$ cat src/rtl/alu_op_controller.sv
// alu_op_controller: sequences a 16-bit ALU and register file.
// Each instruction is accepted in IDLE and steps through READ -> EXEC -> WRITE.
// A registered Done pulse retires NOPs, a sticky flag records illegal opcodes,
// and HALT parks the controller until reset.
// Optional feature: define STATUS_FLAGS_EN to add the AluResult input and the Zero/Neg
// status outputs, which are captured at the end of WRITE.
module alu_op_controller #(
    parameter int unsigned ADDR_W  = 4,
    parameter int unsigned INSTR_W = 16
) (
    input  logic               Clk,
    input  logic               ResetN,
    input  logic               InstrValid,
    input  logic [INSTR_W-1:0] Instr,
`ifdef STATUS_FLAGS_EN
    input  logic [15:0]        AluResult,
    output logic               Zero,
    output logic               Neg,
`endif
    output logic               InstrReady,
    output logic [ADDR_W-1:0]  RF_Ra_Addr,
    output logic [ADDR_W-1:0]  RF_Rb_Addr,
    output logic               RF_Ra_Rd,
    output logic               RF_Rb_Rd,
    output logic [ADDR_W-1:0]  RF_W_Addr,
    output logic               RF_W_En,
    output logic [2:0]         ALU_Sel,
    output logic               Done,
    output logic               Halted,
    output logic               IllegalOp
);

    typedef enum logic [2:0] {
        StIdle,
        StRead,
        StExec,
        StWrite,
        StHalt
    } state_e;

    state_e state_q, state_d;

    // Latched instruction fields
    logic [3:0]        opcode_q, opcode_d;
    logic [ADDR_W-1:0] ra_q, ra_d;
    logic [ADDR_W-1:0] rb_q, rb_d;
    logic [ADDR_W-1:0] rd_q, rd_d;

    // NOP retirement pulse and sticky illegal flag
    logic done_q, done_d;
    logic illegal_q, illegal_d;

    // Decode of the incoming opcode
    logic [3:0] in_opcode;
    logic       in_nop;
    logic       in_alu;
    logic       in_halt;
    logic       in_illegal;
    logic       accept;
    logic       op_unary;

    assign in_opcode = Instr[15:12];
    assign accept    = InstrValid && (state_q == StIdle);

    // Classify the incoming opcode into NOP / ALU / HALT / illegal
    always_comb begin
        in_nop     = 1'b0;
        in_alu     = 1'b0;
        in_halt    = 1'b0;
        in_illegal = 1'b0;
        if (in_opcode == 4'h0) begin
            in_nop = 1'b1;
        end else if (in_opcode[3] == 1'b0) begin
            in_alu = 1'b1;
        end else if (in_opcode == 4'hF) begin
            in_halt = 1'b1;
        end else begin
            in_illegal = 1'b1;
        end
    end

    // Pass A (3) and increment (7) only consume operand A
    assign op_unary = (opcode_q[1:0] == 2'b11);

    // Next-state, field latching and status updates
    always_comb begin
        state_d   = state_q;
        opcode_d  = opcode_q;
        ra_d      = ra_q;
        rb_d      = rb_q;
        rd_d      = rd_q;
        done_d    = 1'b0;
        illegal_d = illegal_q;

        unique case (state_q)
            StIdle: begin
                if (accept) begin
                    opcode_d = in_opcode;
                    ra_d     = Instr[8 +: ADDR_W];
                    rb_d     = Instr[4 +: ADDR_W];
                    rd_d     = Instr[0 +: ADDR_W];
                    if (in_alu) begin
                        state_d = StRead;
                    end else if (in_nop) begin
                        done_d = 1'b1;
                    end else if (in_halt) begin
                        state_d = StHalt;
                    end else if (in_illegal) begin
                        illegal_d = 1'b1;
                    end
                end
            end
            StRead:  state_d = StExec;
            StExec:  state_d = StWrite;
            StWrite: state_d = StIdle;
            StHalt:  state_d = StHalt;
            default: state_d = StIdle;
        endcase
    end

    // State, latched instruction and status registers
    always_ff @(posedge Clk or negedge ResetN) begin
        if (!ResetN) begin
            state_q   <= StIdle;
            opcode_q  <= 4'h0;
            ra_q      <= '0;
            rb_q      <= '0;
            rd_q      <= '0;
            done_q    <= 1'b0;
            illegal_q <= 1'b0;
        end else begin
            state_q   <= state_d;
            opcode_q  <= opcode_d;
            ra_q      <= ra_d;
            rb_q      <= rb_d;
            rd_q      <= rd_d;
            done_q    <= done_d;
            illegal_q <= illegal_d;
        end
    end

    // Datapath control outputs decoded from the current state
    always_comb begin
        RF_Ra_Rd = 1'b0;
        RF_Rb_Rd = 1'b0;
        RF_W_En  = 1'b0;
        ALU_Sel  = 3'd0;
        unique case (state_q)
            StRead: begin
                RF_Ra_Rd = 1'b1;
                RF_Rb_Rd = !op_unary;
                ALU_Sel  = opcode_q[2:0];
            end
            StExec: begin
                ALU_Sel = opcode_q[2:0];
            end
            StWrite: begin
                RF_W_En = 1'b1;
                ALU_Sel = opcode_q[2:0];
            end
            default: begin
                ALU_Sel = 3'd0;
            end
        endcase
    end

    // Ready is held low while reset is asserted so all outputs read 0 in reset
    assign InstrReady = (state_q == StIdle) && ResetN;
    assign RF_Ra_Addr = ra_q;
    assign RF_Rb_Addr = rb_q;
    assign RF_W_Addr  = rd_q;
    assign Done       = done_q || (state_q == StWrite);
    assign Halted     = (state_q == StHalt);
    assign IllegalOp  = illegal_q;

`ifdef STATUS_FLAGS_EN
    logic zero_q, neg_q;

    // Capture result flags on the edge that leaves WRITE
    always_ff @(posedge Clk or negedge ResetN) begin
        if (!ResetN) begin
            zero_q <= 1'b0;
            neg_q  <= 1'b0;
        end else if (state_q == StWrite) begin
            zero_q <= (AluResult == 16'h0000);
            neg_q  <= AluResult[15];
        end
    end

    assign Zero = zero_q;
    assign Neg  = neg_q;
`endif

endmodule
$ cat config.mk
export PLATFORM = sky130hd
export DESIGN_NAME = alu_op_controller
export DESIGN_NICKNAME = d
export VERILOG_FILES = /design/src/rtl/alu_op_controller.sv
export SDC_FILE = /design/constraint.sdc
export NUM_CORES = 1
export LEC_CHECK = 0
export BUFFER_PORTS_ARGS = -buffer_cell sky130_fd_sc_hd__buf_2
export CAP_MARGIN = 10
export CORE_MARGIN = 2
export CORE_UTILIZATION = 45
export CTS_CLUSTER_DIAMETER = 50
export DETAILED_ROUTE_END_ITERATION = 7
export PLACE_DENSITY = 0.78
export SLEW_MARGIN = 20
export SYNTH_ARGS = -nofsm -noshare
export SYNTH_HDL_FRONTEND = slang
export SYNTH_SLANG_ARGS = --single-unit
export TNS_END_PERCENT = 1
$ cat constraint.sdc
create_clock -name Clk -period 2.3 [get_ports Clk]
set_clock_uncertainty 0.15 [all_clocks]
set_input_delay 0.345 -clock Clk [delete_from_list [all_inputs] [get_ports Clk]]
set_output_delay 0.345 -clock Clk [all_outputs]
set_load 0.005 [all_outputs]
==> flow_summary.ini, run 1 <==
[status]
outcome = finished clean

[detailed_routing]
first_pass_iters = 2
ant_nets = 0
via_per_inst = 4.98
drtIter0Drc = 13
vias = 662
routed_wl_um = 1810
wire_per_inst_um = 13.6
drc = 0

[placement]
placed_area_um2 = 1150
io_buffers = 40
place_inst = 128
globalplace.congestion = 0.794
dp_slack_ns = 0.525

[synthesis]
ys.flop_type = dfrtp_1
synth_area_leader_cell = dfrtp_1
syn_area_um2 = 938
syn_area_per_cell_um2 = 14.9
ys_types = 22
synth-edff-count = 0
synth-warning-count = 0
synthArstFlopShare_pct = 100
synth_most_common_cell = dfrtp_1
synth_nets = 82
synthTopCellsByCount = dfrtp_1, mux2_4, mux2_2, nor3b_1, nor2_1
yosys_register_bits = 20
synth_area_leaders = dfrtp_1, mux2_4, mux2_2
synthCells = 63
synth_top_area_share_pct = 53.3
seq_area_frac_synth_pct = 53.3

[setup_path]
slowest_delay_ns = 0.56
ff2ff_path_depth = 3
cp_cell_sequence = nor3b_1 > a21boi_0 > buf_2
crit_type = reg2out
crit_family = flip-flops
cp.required_ns = 1.80
critPathArrivalTime_ns = 1.48
crit_buf_inv = 1
ff2ff_setup_slack_ns = 0.51
start_kind = flip-flop
r2r-end = opcode_q[1]
worstSetupEndpointType = output pin
r2r-start = state_q[2]
critical_path.slowest_cell = dfrtp_1
crit_fanout = 14

[hold_path]
holdPathStages = 2
min_path_type = in2reg
hp-start = Instr[15]
hold_end = done_q

[global_route]
grt_max_degree = 21
overflow = 0
antenna_found_initial = 0
grt_pass1_vias = 642
grt_pass1_wl_um = 3060
grt_use_total_pct = 16.6

[timing]
worst_slack_ns = 0.320
fin_crit_sh_pct = 86.1
rsz0062_at_grt = no
whs_ns = 0.0981
final_hold_viol_count = 0
worst_pin_slew_ns = 0.460
slew_headroom_pct = 69.3
fin_setup_tns_ns = 0
finalCriticalPeriod_ns = 1.98
setup_viol = 0
max_clock_freq_ghz = 0.505
slew_violations = 0

[cells_and_area]
post-route-util_pct = 61.6
area_growth_pct = 28.8
final.fill_count = 167
fin_area_um2 = 1210
seqCellArea_um2 = 500
final_cells = 133
drive_above_1_share_pct = 61.3
multi_input_area_um2 = 397
n_antenna_cell = 0
nets = 126

[floorplan]
rows = 16
die_w_um = 49.7
die_h_um = 49.7
core_region_area_um2 = 1960
dieArea_um2 = 2470
start_util_pct = 47.8
pin_count = 41

[cts]
hold_buffers = 1
cts_resized = 0
clkTransAtPathRegs_ns = 0.10
cts_buffers = 3
cts_tree = yes
root_buffer = clkbuf_4
htreeDepth = 1
cts_sinks = 20
insertion_delay_ns = 0.29
cts_max_path_buffers = 2
post_cts_buffers = 0

[power_and_ir_drop]
combPwrFrac_pct = 40.7
switchingPower_mw = 0.470
finalPower_mw = 1.56
p_leak_nw = 0.594
seqPwrFrac_pct = 41.3
p_per_area_nw_per_um2 = 1290
p_clk_share_pct = 18.0
peakVddDrop_uv = 720
p_int_mw = 1.09
p_sw_share_pct = 30.1

[job]
max_cap_viol_count = 0
[routing by layer]
metal	GRT usage [%]	vias to the layer above	wire, µm
met5	0	-	0
met2	27.3	19	941
met3	3.03	2	70
met4	8.33	0	27
met1	20.9	326	770
li1	-	315	-
[worst max-delay path by stage]
| stage | start | to | slack, ns | depth (start not counted) |
|---|---|---|---|---|
| finish | state_q[2] | RF_Rb_Rd | 0.32 | 3 |
| global route | state_q[2] | RF_Rb_Rd | 0.12 | 3 |
| CTS | state_q[2] | RF_Rb_Rd | 0.32 | 3 |
| detailed placement | state_q[2] | RF_Ra_Addr[3] | 0.52 | 3 |
| global placement | state_q[2] | RF_Ra_Addr[3] | 0.57 | 3 |
| floorplan | state_q[1] | RF_Ra_Addr[0] | 0.62 | 4 |
[area by class of cell]
class                   instances  area share, %
repair buffers                 43           18.6
multi-input cells              39           32.8
clock inverters                 1           2.48
flip-flops and latches         20           41.4
clock buffers                   3           1.86
well taps                      27           2.80
[state kept, by name, indices dropped and copies added (netlist names)]
| register | flops |
|---|---|
| RF_Ra_Addr | 4 |
| done_q | 1 |
| IllegalOp | 1 |
| state_q | 3 |
| RF_Rb_Addr | 4 |
| RF_W_Addr | 4 |
| opcode_q | 3 |
[kinds of logic (layout without fill, tap and decap cells)]
logic type / after synthesis / count (layout) / synth area share, %
AOI/OAI and AO/OA: 5 / 5 / 4.40
xor gates and xnor gates: 1 / 1 / 0.934
buffers and inverters: 4 / 47 / 4.40
DFF: 20 / 20 / 53.3
muxes: 15 / 15 / 22.0
and+or+nand+nor: 18 / 18 / 14.9
[cells in the final DEF (no fill, tap or decap), drive strengths merged]
cell	n
buf	42
dfrtp	20
mux2	15
nor3b	5
nor2	4
clkbuf	3
o2bb2ai	2
nor4b	2
or4b	2
and2	1
nand2	1
a21boi	1
o21bai	1
nor3	1
nand3	1
a31o	1
or4bb	1
xnor2	1
bufinv	1
dlygate4sd3	1
[power by group through the flow]
stage / Clock, mW / Sequential, mW / Combinational (mW)
2_1_floorplan: 0 / 0.599 / 0.473
3_3_place_gp: 0 / 0.641 / 0.618
3_5_place_dp: 0 / 0.646 / 0.641
4_1_cts: 0.289 / 0.642 / 0.648
5_1_grt: 0.308 / 0.667 / 0.694
6_report: 0.280 / 0.644 / 0.635
[worst register-to-register path, cell delays in order, from the launching register on]
cell and delay, ns:
dfrtp_1 0.56, nor4b_4 0.33, buf_4 0.29, mux2_2 0.36
Power figures use the tool's default switching activity.
==> run 2: changes to the inputs <==
CAP_MARGIN = unset   (was 10)
GPL_TIMING_DRIVEN = 0   (was unset)
==> flow_summary.ini, run 2 (same netlist as run 1, synthesis figures left out) <==
[cts]
cts_buffers = 3
post_cts_buffers = 0
cts_tree = yes
root_buffer = clkbuf_4
insertion_delay_ns = 0.29
clkTransAtPathRegs_ns = 0.11
cts_max_path_buffers = 2
htreeDepth = 1
cts_sinks = 20

[power_and_ir_drop]
combPwrFrac_pct = 48.2
finalPower_mw = 1.52
p_clk_share_pct = 13.1
switchingPower_mw = 0.471
p_int_mw = 1.05
seqPwrFrac_pct = 38.7
peakVddDrop_uv = 619
p_sw_share_pct = 30.9
p_leak_nw = 0.598
p_per_area_nw_per_um2 = 1250

[global_route]
grt_pass1_vias = 656
overflow = 0
grt_pass1_wl_um = 3130
antenna_found_initial = 0
grt_max_degree = 22
grt_use_total_pct = 17.0

[placement]
io_buffers = 40
dp_hpwl_um = 1350
placed_area_um2 = 1170
globalplace.congestion = 0.815
place_inst = 130

[timing]
finalCriticalPeriod_ns = 2.09
setup_viol = 0
final_hold_viol_count = 0
slew_violations = 0
worst_pin_slew_ns = 0.503
slew_headroom_pct = 66.3
fin_crit_sh_pct = 90.7
whs_ns = 0.113
max_clock_freq_ghz = 0.479
fin_setup_tns_ns = 0
rsz0062_at_grt = no

[setup_path]
worst-path-stages = 4
critical_path.slowest_cell = dlygate4sd3_1
critPathArrivalTime_ns = 1.59
crit_type = in2out
ff2ff_path_depth = 4
slowest_delay_ns = 0.52
start_kind = primary input
crit_family = buffers and inverters
cp.required_ns = 1.80
crit_fanout = 21
crit_buf_inv = 3
worstSetupEndpointType = output pin
cp_cell_sequence = dlygate4sd3_1 > clkbuf_4 > nor4b_1 > buf_2

[cells_and_area]
area_growth_pct = 30.1
final_cells = 135
fin_area_um2 = 1220
nets = 128
n_antenna_cell = 0
drive_above_1_share_pct = 61.1
multi_input_area_um2 = 397
seqCellArea_um2 = 500
layout_common_cells = buf_2, dfrtp_1, mux2_4
final.fill_count = 185
final_common_cell = buf_2

[detailed_routing]
wire_per_inst_um = 13.6
drtIter0Drc = 9
first_pass_iters = 4
ant_nets = 0
routed_wl_um = 1840
via_per_inst = 5.11
vias = 690
drc = 0

[floorplan]
dieArea_um2 = 2470
core_region_area_um2 = 1960
start_util_pct = 47.8
die_h_um = 49.7
rows = 16
pin_count = 41
die_w_um = 49.7

[hold_path]
holdPathStages = 2
min_path_type = in2reg

[job]
max_cap_viol_count = 0

[status]
outcome = finished clean
-- run 2: cell count changes in the layout (fill, tap and decap cells not counted) --
cell and change:
bufinv_16 -1, buf_6 +2, clkbuf_8 +1, clkbuf_4 +1, clkbuf_1 +1, buf_2 -1, buf_4 -2, buf_8 +1
-- run 2: timing repair --
item / CTS / global route
hold buffers: 1 / 0
hold endpoints to repair: 20 / 0
resized for setup: 0 / 1
setup endpoints to repair: 0 / 1
-- run 2: cell type report --
type / instances / share of cell area (%)
sequential: 20 / 41.0
multi-input combinational: 39 / 32.5
timing repair buffer: 41 / 17.4
buffer: 4 / 3.38
clock buffer: 4 / 2.97
tap: 27 / 2.77
-- run 2: per-stage QoR --
step | util [%] | setup slack [ns]
4_1_cts | 62.1 | 0.0856
6_report | 62.2 | 0.213
3_3_place_gp | 59.8 | 0.517
5_1_grt | 62.2 | 0.0711
3_5_place_dp | 59.8 | 0.470
2_1_floorplan | - | 0.622
-- run 2: power by group through the flow --
stage          Sequential, mW  Clock [mW]  Combinational (mW)
5_1_grt                 0.611       0.223               0.805
2_1_floorplan           0.599           0               0.473
3_3_place_gp            0.585           0               0.717
3_5_place_dp            0.596           0               0.738
4_1_cts                 0.591       0.210               0.744
6_report                0.589       0.200               0.734
-- run 2: routing by layer --
layer	global-route usage [%]	part of all wire [%]	routed length [µm]	vias to the layer above
li1	-	-	-	321
met1	22.8	43	788	340
met2	27.1	50	918	27
met3	2.12	5.4	99	2
met4	8.33	1.5	27	0
met5	0	0	0	-
-- run 2: worst paths after layout --
check                      startpoint            end  slack (ns)
max                            ResetN     InstrReady        0.21
min                         Instr[15]         done_q        0.11
max reg2reg                state_q[1]  RF_Ra_Addr[1]        0.48
min reg2reg                 IllegalOp      IllegalOp        0.35
max in group asynchronous      ResetN     state_q[1]        1.45
min in group asynchronous      ResetN    opcode_q[2]        0.33
